File: src/rtl/lcd_panel_pkg.sv
// Shared opcodes, decoder state encoding and default panel geometry for the SPI panel responder.
package lcd_panel_pkg;

  localparam logic [7:0] CMD_SWRESET = 8'h01;
  localparam logic [7:0] CMD_CASET   = 8'h2A;
  localparam logic [7:0] CMD_RASET   = 8'h2B;
  localparam logic [7:0] CMD_RAMWR   = 8'h2C;

  localparam int unsigned DefaultHRes = 240;
  localparam int unsigned DefaultVRes = 160;

  typedef enum logic [1:0] {
    StIdle,
    StParam,
    StRamwr
  } panel_state_e;

endpackage

File: src/rtl/spi_byte_rx.sv
// Oversampling SPI byte receiver: synchronises cs/dc/sclk/mosi, detects sclk rising edges and
// assembles MSB-first bytes, flagging each completed byte with the dc level seen at its last bit.
module spi_byte_rx (
  input  logic       clk_i,
  input  logic       rst_ni,
  input  logic       cs_i,
  input  logic       dc_i,
  input  logic       sclk_i,
  input  logic       mosi_i,
  output logic       byte_valid_o,
  output logic [7:0] byte_data_o,
  output logic       byte_dc_o
);

  logic [1:0] cs_sync_q, dc_sync_q, sclk_sync_q, mosi_sync_q;
  logic       sclk_prev_q;
  logic [7:0] shift_q, shift_d;
  logic [2:0] cnt_q, cnt_d;
  logic       valid_q, valid_d;
  logic [7:0] data_q, data_d;
  logic       dc_q, dc_d;
  logic       sclk_rise;

  assign sclk_rise = sclk_sync_q[1] & ~sclk_prev_q;

  always_comb begin
    shift_d = shift_q;
    cnt_d   = cnt_q;
    valid_d = 1'b0;
    data_d  = data_q;
    dc_d    = dc_q;
    if (cs_sync_q[1]) begin
      // Deselect drops any partial byte.
      cnt_d = 3'd0;
    end else if (sclk_rise) begin
      shift_d = {shift_q[6:0], mosi_sync_q[1]};
      cnt_d   = cnt_q + 3'd1;
      if (cnt_q == 3'd7) begin
        valid_d = 1'b1;
        data_d  = shift_d;
        dc_d    = dc_sync_q[1];
      end
    end
  end

  always_ff @(posedge clk_i or negedge rst_ni) begin
    if (!rst_ni) begin
      cs_sync_q   <= 2'b11;
      dc_sync_q   <= 2'b00;
      sclk_sync_q <= 2'b00;
      mosi_sync_q <= 2'b00;
      sclk_prev_q <= 1'b0;
      shift_q     <= 8'h00;
      cnt_q       <= 3'd0;
      valid_q     <= 1'b0;
      data_q      <= 8'h00;
      dc_q        <= 1'b0;
    end else begin
      cs_sync_q   <= {cs_sync_q[0], cs_i};
      dc_sync_q   <= {dc_sync_q[0], dc_i};
      sclk_sync_q <= {sclk_sync_q[0], sclk_i};
      mosi_sync_q <= {mosi_sync_q[0], mosi_i};
      sclk_prev_q <= sclk_sync_q[1];
      shift_q     <= shift_d;
      cnt_q       <= cnt_d;
      valid_q     <= valid_d;
      data_q      <= data_d;
      dc_q        <= dc_d;
    end
  end

  assign byte_valid_o = valid_q;
  assign byte_data_o  = data_q;
  assign byte_dc_o    = dc_q;

endmodule

File: src/rtl/lcd_spi_panel_rx.sv
// ST7789-style panel responder: decodes SWRESET/CASET/RASET/RAMWR and writes RGB332 pixels.
// Define LCD_PANEL_RX_RGB565_EN to take RGB565 (two bytes per pixel, high first) in RAMWR.
module lcd_spi_panel_rx
  import lcd_panel_pkg::*;
#(
  parameter int unsigned H_RES  = DefaultHRes,
  parameter int unsigned V_RES  = DefaultVRes,
  parameter int unsigned ADDR_W = 16
) (
  input  logic              clk_25MHz,
  input  logic              rst_n,
  input  logic              lcd_cs,
  input  logic              lcd_dc,
  input  logic              lcd_sclk,
  input  logic              lcd_mosi,
  output logic              fb_we,
  output logic [ADDR_W-1:0] fb_addr,
  output logic [7:0]        fb_wdata,
  output logic              cmd_valid,
  output logic [7:0]        cmd_byte,
  output logic              frame_done,
  output logic              win_busy
);

  localparam logic [15:0] XeReset = 16'(H_RES - 1);
  localparam logic [15:0] YeReset = 16'(V_RES - 1);
  localparam logic [15:0] HLim    = 16'(H_RES);
  localparam logic [15:0] VLim    = 16'(V_RES);

  logic       byte_valid, byte_dc;
  logic [7:0] byte_data;

  spi_byte_rx u_spi_byte_rx (
    .clk_i       (clk_25MHz),
    .rst_ni      (rst_n),
    .cs_i        (lcd_cs),
    .dc_i        (lcd_dc),
    .sclk_i      (lcd_sclk),
    .mosi_i      (lcd_mosi),
    .byte_valid_o(byte_valid),
    .byte_data_o (byte_data),
    .byte_dc_o   (byte_dc)
  );

  panel_state_e      state_q, state_d;
  logic [1:0]        pcnt_q, pcnt_d;
  logic              prow_q, prow_d;
  logic [23:0]       pbuf_q, pbuf_d;
  logic [15:0]       xs_q, xs_d, xe_q, xe_d, ys_q, ys_d, ye_q, ye_d;
  logic [15:0]       cx_q, cx_d, cy_q, cy_d;
  logic              we_q, we_d, fd_q, fd_d, cv_q, cv_d;
  logic [ADDR_W-1:0] addr_q, addr_d, pix_addr;
  logic [7:0]        wdata_q, wdata_d, cb_q, cb_d;
  logic [15:0]       p_start, p_end;
  logic              pix_valid;
  logic [7:0]        pix_data;
`ifdef LCD_PANEL_RX_RGB565_EN
  logic              half_q, half_d;
  logic [7:0]        hi_q, hi_d;
`endif

  assign pix_addr = ADDR_W'(cy_q) * ADDR_W'(H_RES) + ADDR_W'(cx_q);
  assign p_start  = pbuf_q[23:8];
  assign p_end    = {pbuf_q[7:0], byte_data};

  always_comb begin
    state_d   = state_q;
    pcnt_d    = pcnt_q;
    prow_d    = prow_q;
    pbuf_d    = pbuf_q;
    xs_d      = xs_q;
    xe_d      = xe_q;
    ys_d      = ys_q;
    ye_d      = ye_q;
    cx_d      = cx_q;
    cy_d      = cy_q;
    we_d      = 1'b0;
    fd_d      = 1'b0;
    cv_d      = 1'b0;
    addr_d    = addr_q;
    wdata_d   = wdata_q;
    cb_d      = cb_q;
    pix_valid = 1'b0;
    pix_data  = byte_data;
`ifdef LCD_PANEL_RX_RGB565_EN
    half_d    = half_q;
    hi_d      = hi_q;
`endif
    if (byte_valid && !byte_dc) begin
      cv_d   = 1'b1;
      cb_d   = byte_data;
      pcnt_d = 2'd0;
`ifdef LCD_PANEL_RX_RGB565_EN
      half_d = 1'b0;
`endif
      case (byte_data)
        CMD_SWRESET: begin
          xs_d    = 16'd0;
          xe_d    = XeReset;
          ys_d    = 16'd0;
          ye_d    = YeReset;
          cx_d    = 16'd0;
          cy_d    = 16'd0;
          state_d = StIdle;
        end
        CMD_CASET: begin
          prow_d  = 1'b0;
          state_d = StParam;
        end
        CMD_RASET: begin
          prow_d  = 1'b1;
          state_d = StParam;
        end
        CMD_RAMWR: begin
          cx_d    = xs_q;
          cy_d    = ys_q;
          state_d = StRamwr;
        end
        default: state_d = StIdle;
      endcase
    end else if (byte_valid) begin
      case (state_q)
        StParam: begin
          if (pcnt_q == 2'd3) begin
            // An inverted range collapses to a single column/row at start.
            if (prow_q) begin
              ys_d = p_start;
              ye_d = (p_end < p_start) ? p_start : p_end;
            end else begin
              xs_d = p_start;
              xe_d = (p_end < p_start) ? p_start : p_end;
            end
            state_d = StIdle;
          end else begin
            pbuf_d = {pbuf_q[15:0], byte_data};
            pcnt_d = pcnt_q + 2'd1;
          end
        end
        StRamwr: begin
`ifdef LCD_PANEL_RX_RGB565_EN
          if (half_q) begin
            pix_valid = 1'b1;
            pix_data  = {hi_q[7:5], hi_q[2:0], byte_data[4:3]};
          end else begin
            hi_d = byte_data;
          end
          half_d = ~half_q;
`else
          pix_valid = 1'b1;
`endif
        end
        default: ;
      endcase
    end

    if (pix_valid) begin
      we_d    = (cx_q < HLim) && (cy_q < VLim);
      addr_d  = pix_addr;
      wdata_d = pix_data;
      if (cx_q == xe_q) begin
        cx_d = xs_q;
        if (cy_q == ye_q) begin
          cy_d = ys_q;
          fd_d = 1'b1;
        end else begin
          cy_d = cy_q + 16'd1;
        end
      end else begin
        cx_d = cx_q + 16'd1;
      end
    end
  end

  always_ff @(posedge clk_25MHz or negedge rst_n) begin
    if (!rst_n) begin
      state_q <= StIdle;
      pcnt_q  <= 2'd0;
      prow_q  <= 1'b0;
      pbuf_q  <= 24'h0;
      xs_q    <= 16'd0;
      xe_q    <= XeReset;
      ys_q    <= 16'd0;
      ye_q    <= YeReset;
      cx_q    <= 16'd0;
      cy_q    <= 16'd0;
      we_q    <= 1'b0;
      fd_q    <= 1'b0;
      cv_q    <= 1'b0;
      addr_q  <= '0;
      wdata_q <= 8'h00;
      cb_q    <= 8'h00;
`ifdef LCD_PANEL_RX_RGB565_EN
      half_q  <= 1'b0;
      hi_q    <= 8'h00;
`endif
    end else begin
      state_q <= state_d;
      pcnt_q  <= pcnt_d;
      prow_q  <= prow_d;
      pbuf_q  <= pbuf_d;
      xs_q    <= xs_d;
      xe_q    <= xe_d;
      ys_q    <= ys_d;
      ye_q    <= ye_d;
      cx_q    <= cx_d;
      cy_q    <= cy_d;
      we_q    <= we_d;
      fd_q    <= fd_d;
      cv_q    <= cv_d;
      addr_q  <= addr_d;
      wdata_q <= wdata_d;
      cb_q    <= cb_d;
`ifdef LCD_PANEL_RX_RGB565_EN
      half_q  <= half_d;
      hi_q    <= hi_d;
`endif
    end
  end

  assign fb_we      = we_q;
  assign fb_addr    = addr_q;
  assign fb_wdata   = wdata_q;
  assign cmd_valid  = cv_q;
  assign cmd_byte   = cb_q;
  assign frame_done = fd_q;
  assign win_busy   = (state_q == StRamwr);

endmodule

File: config.mk
export PLATFORM = sky130hd
export DESIGN_NAME = lcd_spi_panel_rx
export DESIGN_NICKNAME = d
export VERILOG_FILES = /design/src/rtl/lcd_panel_pkg.sv /design/src/rtl/spi_byte_rx.sv /design/src/rtl/lcd_spi_panel_rx.sv
export SDC_FILE = /design/constraint.sdc
export NUM_CORES = 1
export LEC_CHECK = 0
export CORE_AREA = 2 2 158 160
export DETAILED_ROUTE_END_ITERATION = 6
export DIE_AREA = 0 0 160 162
export HOLD_SLACK_MARGIN = 0.06
export PLACE_DENSITY = 0.6
export REMOVE_ABC_BUFFERS = 1
export SYNTH_ARGS = -nofsm -noshare
export SYNTH_HDL_FRONTEND = slang
export SYNTH_SLANG_ARGS = --single-unit
File: constraint.sdc
create_clock -name clk_25MHz -period 7.24 [get_ports clk_25MHz]
set_input_delay 1.448 -clock clk_25MHz [delete_from_list [all_inputs] [get_ports clk_25MHz]]
set_output_delay 1.448 -clock clk_25MHz [all_outputs]
set_load 0.02 [all_outputs]
### After elaboration in Yosys (flattened, before gate mapping)

Cells that the tools add are included.

| word-level totals | value |
|---|---|
| flip-flop bits (word level) | 189 |
| input bits | 6 |

| cells by class | value |
|---|---|
| add/subtract/negate cells | 5 |
| $mul | 1 |
| magnitude comparators | 3 |
| equal/unequal tests | 13 |
| multiplexer cells | 56 |
| bitwise operators | 5 |
| reductions and logical operators | 21 |

Operators by type and width:

| operator | number |
|---|---|
| two-way mux 16 bit | 31 |
| case mux 16 bit (2 select lines) | 2 |
| adder 16 x 1 -> 16 bit (second input constant) | 2 |
| equality test 16 bit | 2 |
| less-than comparator 16 x 8 -> 1 bit (second input constant) | 2 |
| equality test 8 x 6 -> 1 bit (second input constant) | 3 |
| adder 16 bit | 1 |
| less-than comparator 16 bit | 1 |
| multiplier 16 x 4 -> 12 bit (second input constant) | 1 |
| two-way mux 2 bit | 8 |
| nonzero test 2 bit | 7 |
| two-way mux 1 bit | 11 |
| AND reduction 5 bit | 2 |
| AND reduction 3 bit | 3 |
| equality test 8 x 1 -> 1 bit (second input constant) | 1 |
| two-way mux 3 bit | 2 |
| AND reduction 2 bit | 3 |
| equality test 2 bit (second input constant) | 2 |
| != test 2 x 1 -> 1 bit (second input constant) | 2 |
| NOT 1 bit | 4 |
| case mux 2 bit (2 select lines) | 1 |
| AND reduction 4 bit | 1 |
| adder 3 x 1 -> 3 bit (second input constant) | 1 |
| equality test 3 bit (second input constant) | 1 |
| other kinds (9) | 10 |

### Depth between registers and ports, before layout

| logic depth | value |
|---|---|
| depth in word-level cells | 7 |
| mapped depth | 18 |
| gate-level depth less buffers | 18 |

### By module

From an unflattened synthesis, not the netlist that was laid out.

| unflattened totals | value |
|---|---|
| cell total of the unflattened synthesis | 1010 |
| area total of the unflattened synthesis | 10078.4 um2 |

By module, submodules not included:

| module | instances | cells an instance | area an instance (um2) | sequential area each (um2) |
|---|---|---|---|---|
| lcd_spi_panel_rx | 1 | 953 | 9017.4 | 4020.1 |
| spi_byte_rx | 1 | 57 | 1061.0 | 728.2 |

### Least setup slack after synthesis

No wires, ideal clock.

| timing path | value |
|---|---|
| path type | reg2reg |
| start point | register cy_q[2] |
| end point | register addr_q[14], in the netlist fb_addr[14] |
| setup time | 0.135 ns |
| data arrival time | 3.840 ns |
| required time | 7.105 ns |
| slack | 3.266 ns |
| stages on the path, launching flop included | 18 |
| cell sequence | dfrtp_1 inv_1 fa_1 fa_1 inv_1 ha_1 a21o_1 a21oi_1 nand2b_1 a21boi_0 nor2_1 xnor2_1 ha_1 or3_1 o32a_1 o31ai_1 xor2_1 o21ai_0 |

| between the ends | value |
|---|---|
| longest elaborated chain between the ends | 2 |

Ends and longest elaborated chain:

| item | line | source |
|---|---|---|
| start, declared | lcd_spi_panel_rx.sv:50 | `logic [15:0] cx_q, cx_d, cy_q, cy_d;` |
| start signal, assigned | lcd_spi_panel_rx.sv:206 | `cy_q <= cy_d;` |
| multiplier 16 x 4 -> 12 bit | lcd_spi_panel_rx.sv:62 | `assign pix_addr = ADDR_W'(cy_q) * ADDR_W'(H_RES) + ADDR_W'(cx_q);` |
| adder 16 bit | lcd_spi_panel_rx.sv:62 |  |
| end signal, assigned | lcd_spi_panel_rx.sv:210 | `addr_q <= addr_d;` |
| end, declared | lcd_spi_panel_rx.sv:52 | `logic [ADDR_W-1:0] addr_q, addr_d, pix_addr;` |

Every way passes these cells.
A chain may end at the register's enable or synchronous reset.

### Worst setup path after layout

| timing path | value |
|---|---|
| start point | register cy_q[3] |
| end point | register addr_q[14], in the netlist fb_addr[14] |

Same word-level chain as after synthesis.

==> results.toml <==
[clock_tree]
post_cts_resized = 0
cts_sinks = 189
cts_tree = "yes"
cts_buffers = 17
htreeDepth = 4
clk_pin_slew_ps = 90
cts_setup_buffers = 0
cts_buffer_depth = 2
cts_root_buf = "clkbuf_16"
cts-hold-fix-buffers = 0
clock_latency_ps = 440

[timing]
finClkSkew_ps = 17.6
drv_slew = 0
rsz0062_at_grt = "no"
finalCritPeriodShare_pct = 59.4
finalHoldViolations = 0
tns_ps = 0
slew_headroom_pct = 18.9
fmax_mhz = 233
finalSetupViolations = 0
fin_crit_ps = 4300
tightest_slew_ps = 1210
fin_ws_ps = 2940

[final_layout]
finalNetCount = 1134
syn2layout_area_growth_pct = 12.1
num_antenna_cells = 0
postLayoutCoreUtil_pct = 48.6
layout-drive-gt1-share_pct = 10.6

[worst_setup_path]
crit_buf_inv = 2
path_max_fanout = 7
path_delay_family = "adder cells"
r2r_start = "cy_q[3]$_DFF_PN0_"
slowest_stage = "dfrtp_1"
crit_chain = "inv_1, fa_1, fa_1, inv_1, ha_1, nand3_1, o2111ai_1, a21o_1, a21oi_1, xnor2_1, ha_1, or3_1, o32a_1, o31ai_1, xor2_1, o21ai_0"
crit_required_ps = 7540
worst_setup_path_start_kind = "flip-flop"
worstSetupEndpointType = "flip-flop"
max_stage_delay_ps = 540
ff2ff_setup_slack_ps = 2940
crit_start = "cy_q[3]$_DFF_PN0_"
crit_arrival_ps = 4600
path_class = "flip-flop to flip-flop"

[drt]
wire_per_inst_um = 19.4
drc_errors = 0
viasPerCell = 5.61
drt_iter0_drc = 625
antenna_left = 0
drt-pass1-iter-count = 5
num_vias = 7832
wl_um = 27000

[synthesis]
synth_edf_count = 0
netlist_instances = 1043
synth_cell_types = 75
yosysTopAreaCellShare_pct = 41.7
syn_area_um2 = 10500
ys_seq_area_share_pct = 45.4
ys.flop_type = "dfrtp_1"
synth_seq_cells = 189
postSynthAreaPerCell_um2 = 10.0
yosys_warnings = 0
synth_top_area_cell = "dfrtp_1"
yosysMostFrequentCell = "dfrtp_1"
yosys-top-cells-count = "dfrtp_1 (174), nand2_1 (172), o21ai_0 (79), nor2_1 (54), ha_1 (52)"
ys_async_sr_fraction_pct = 100
ys_top_cells_by_area = "dfrtp_1 (42%), ha_1 (6.2%), nand2_1 (6.2%)"

[placed_design]
gp_congestion = 0.867
portBuffers = 41
post-place-ws_ps = 2970
dp_hpwl_um = 18600

[die]
die-area_um2 = 25900
start_util_pct = 43.4
boundaryPins = 42
core-area_um2 = 24100
die_h_um = 162
rows = 57
die_w_um = 160

[global_routing]
grt_pass1_vias = 7851
antenna_found_initial = 0
grt_first_pass_wirelength_um = 44200
grtUsageTotal_pct = 21.8
gr-total-overflow = 0
grt_max_degree = 82

[outcome]
status = "finished clean"

[power_and_ir_drop]
p_per_area_nw_per_um2 = 180
vdd.ir_drop.worst_uv = 145
leakage_nw = 5.63

[min_path]
hp-class = "flip-flop to flip-flop"
hp-start = "u_spi_byte_rx.sclk_sync_q[0]$_DFF_PN0_"

[run]
maxCapViolCount = 0
-- kinds of logic (layout without fill, tap and decap cells) --
kind of cell | count (synthesis) | count (layout) | synth area share, %
xor+xnor | 63 | 63 | 5.28
flops | 189 | 189 | 45.4
buf+inv | 99 | 127 | 4.20
simple gates | 358 | 358 | 16.7
fa+ha+maj | 70 | 70 | 9.67
mux | 37 | 37 | 3.94
compound gates | 227 | 227 | 14.7
-- metrics by stage --
step,std cells,hold slack [ps],total power [W],cell area (um2)
finish,1395,355,0.00211,11700
global route,1395,365,0.00218,11700
CTS,1395,355,0.00213,11700
detailed placement,1363,335,0.00115,11100
global placement,1363,334,0.00115,11100
floorplan,990,331,0.00112,10200
-- worst register-to-register path, delay by kind of cell, from the launching register on --
kind	cells	cell delay, ps
AOI/OAI and AO/OA	6	1070
adders and majority gates	4	1610
and+or+nand+nor	2	440
DFF	1	540
xor gates and xnor gates	2	300
buffers and inverters	2	220
-- power by group --
group          leakage (nW)  internal (W)  switching (W)  total [W]
Clock                 0.304      0.000480       0.000500   0.000980
Sequential             2.56       0.00107      0.0000114    0.00109
Combinational          2.76     0.0000165      0.0000262  0.0000427
-- layout by cell type (no fill, tap or decap), types with 5 or more instances in the layout --
| cell type | synthesis | routed |
|---|---|---|
| dfrtp_1 | 174 | 174 |
| nand2_1 | 172 | 172 |
| o21ai_0 | 79 | 79 |
| nor2_1 | 54 | 54 |
| ha_1 | 52 | 52 |
| inv_1 | 45 | 45 |
| xor2_1 | 42 | 42 |
| clkdlybuf4s50_1 | 0 | 40 |
| mux2_2 | 33 | 33 |
| nor4_1 | 28 | 28 |
| nand3_1 | 27 | 26 |
| a21oi_1 | 25 | 25 |
| a221o_1 | 25 | 25 |
| xnor2_1 | 21 | 21 |
| fa_1 | 18 | 18 |
| clkbuf_16 | 0 | 17 |
| and3_1 | 16 | 16 |
| a21o_1 | 15 | 15 |
| a211oi_1 | 15 | 15 |
| dfstp_2 | 15 | 15 |
| a31oi_1 | 14 | 14 |
| a22o_1 | 11 | 11 |
| nor3b_1 | 8 | 8 |
| buf_4 | 1 | 8 |
| o211ai_1 | 7 | 7 |
| nor3_1 | 6 | 6 |
| nand4_1 | 6 | 6 |
| o21bai_1 | 6 | 6 |
| clkinv_8 | 0 | 6 |
| and2_1 | 5 | 5 |
| a211o_1 | 5 | 5 |
-- metal layers --
metal / part of all wire [%] / vias up / wire length, um / global-route usage, %
met5: 0 / - / 0 / 0
met4: 2.2 / 0 / 583 / 6.72
met3: 3.9 / 39 / 1060 / 3.19
met1: 48 / 3879 / 12900 / 30.8
met2: 46 / 195 / 12500 / 34.9
li1: - / 3719 / - / -
-- area by class of cell --
type	instances	area [um2]
Clock inverter	15	206
Fill cell	2297	12400
Clock buffer	17	425
Multi-Input combinational cell	755	5280
Timing Repair Buffer	49	474
Tap cell	324	405
Inverter	46	173
Sequential cell	189	4750
-- flip-flops by register name, summed over array words and instances (netlist names), 16 cells and up --
signal,count
ye_q,16
xs_q,16
pbuf_q,24
ys_q,16
cx_q,16
cy_q,16
xe_q,16
fb_addr,16
-- worst paths after layout --
path	endpoint	cells after the start
max	fb_addr[14]$_DFFE_PN0P_	16
min	u_spi_byte_rx.sclk_sync_q[1]$_DFF_PN0_	0
max reg2reg	fb_addr[14]$_DFFE_PN0P_	16
min reg2reg	u_spi_byte_rx.sclk_sync_q[1]$_DFF_PN0_	0
max in group asynchronous	pbuf_q[22]$_DFFE_PN0P_	2
min in group asynchronous	cx_q[8]$_DFFE_PN0P_	1
(Power assumes the default switching activity.)
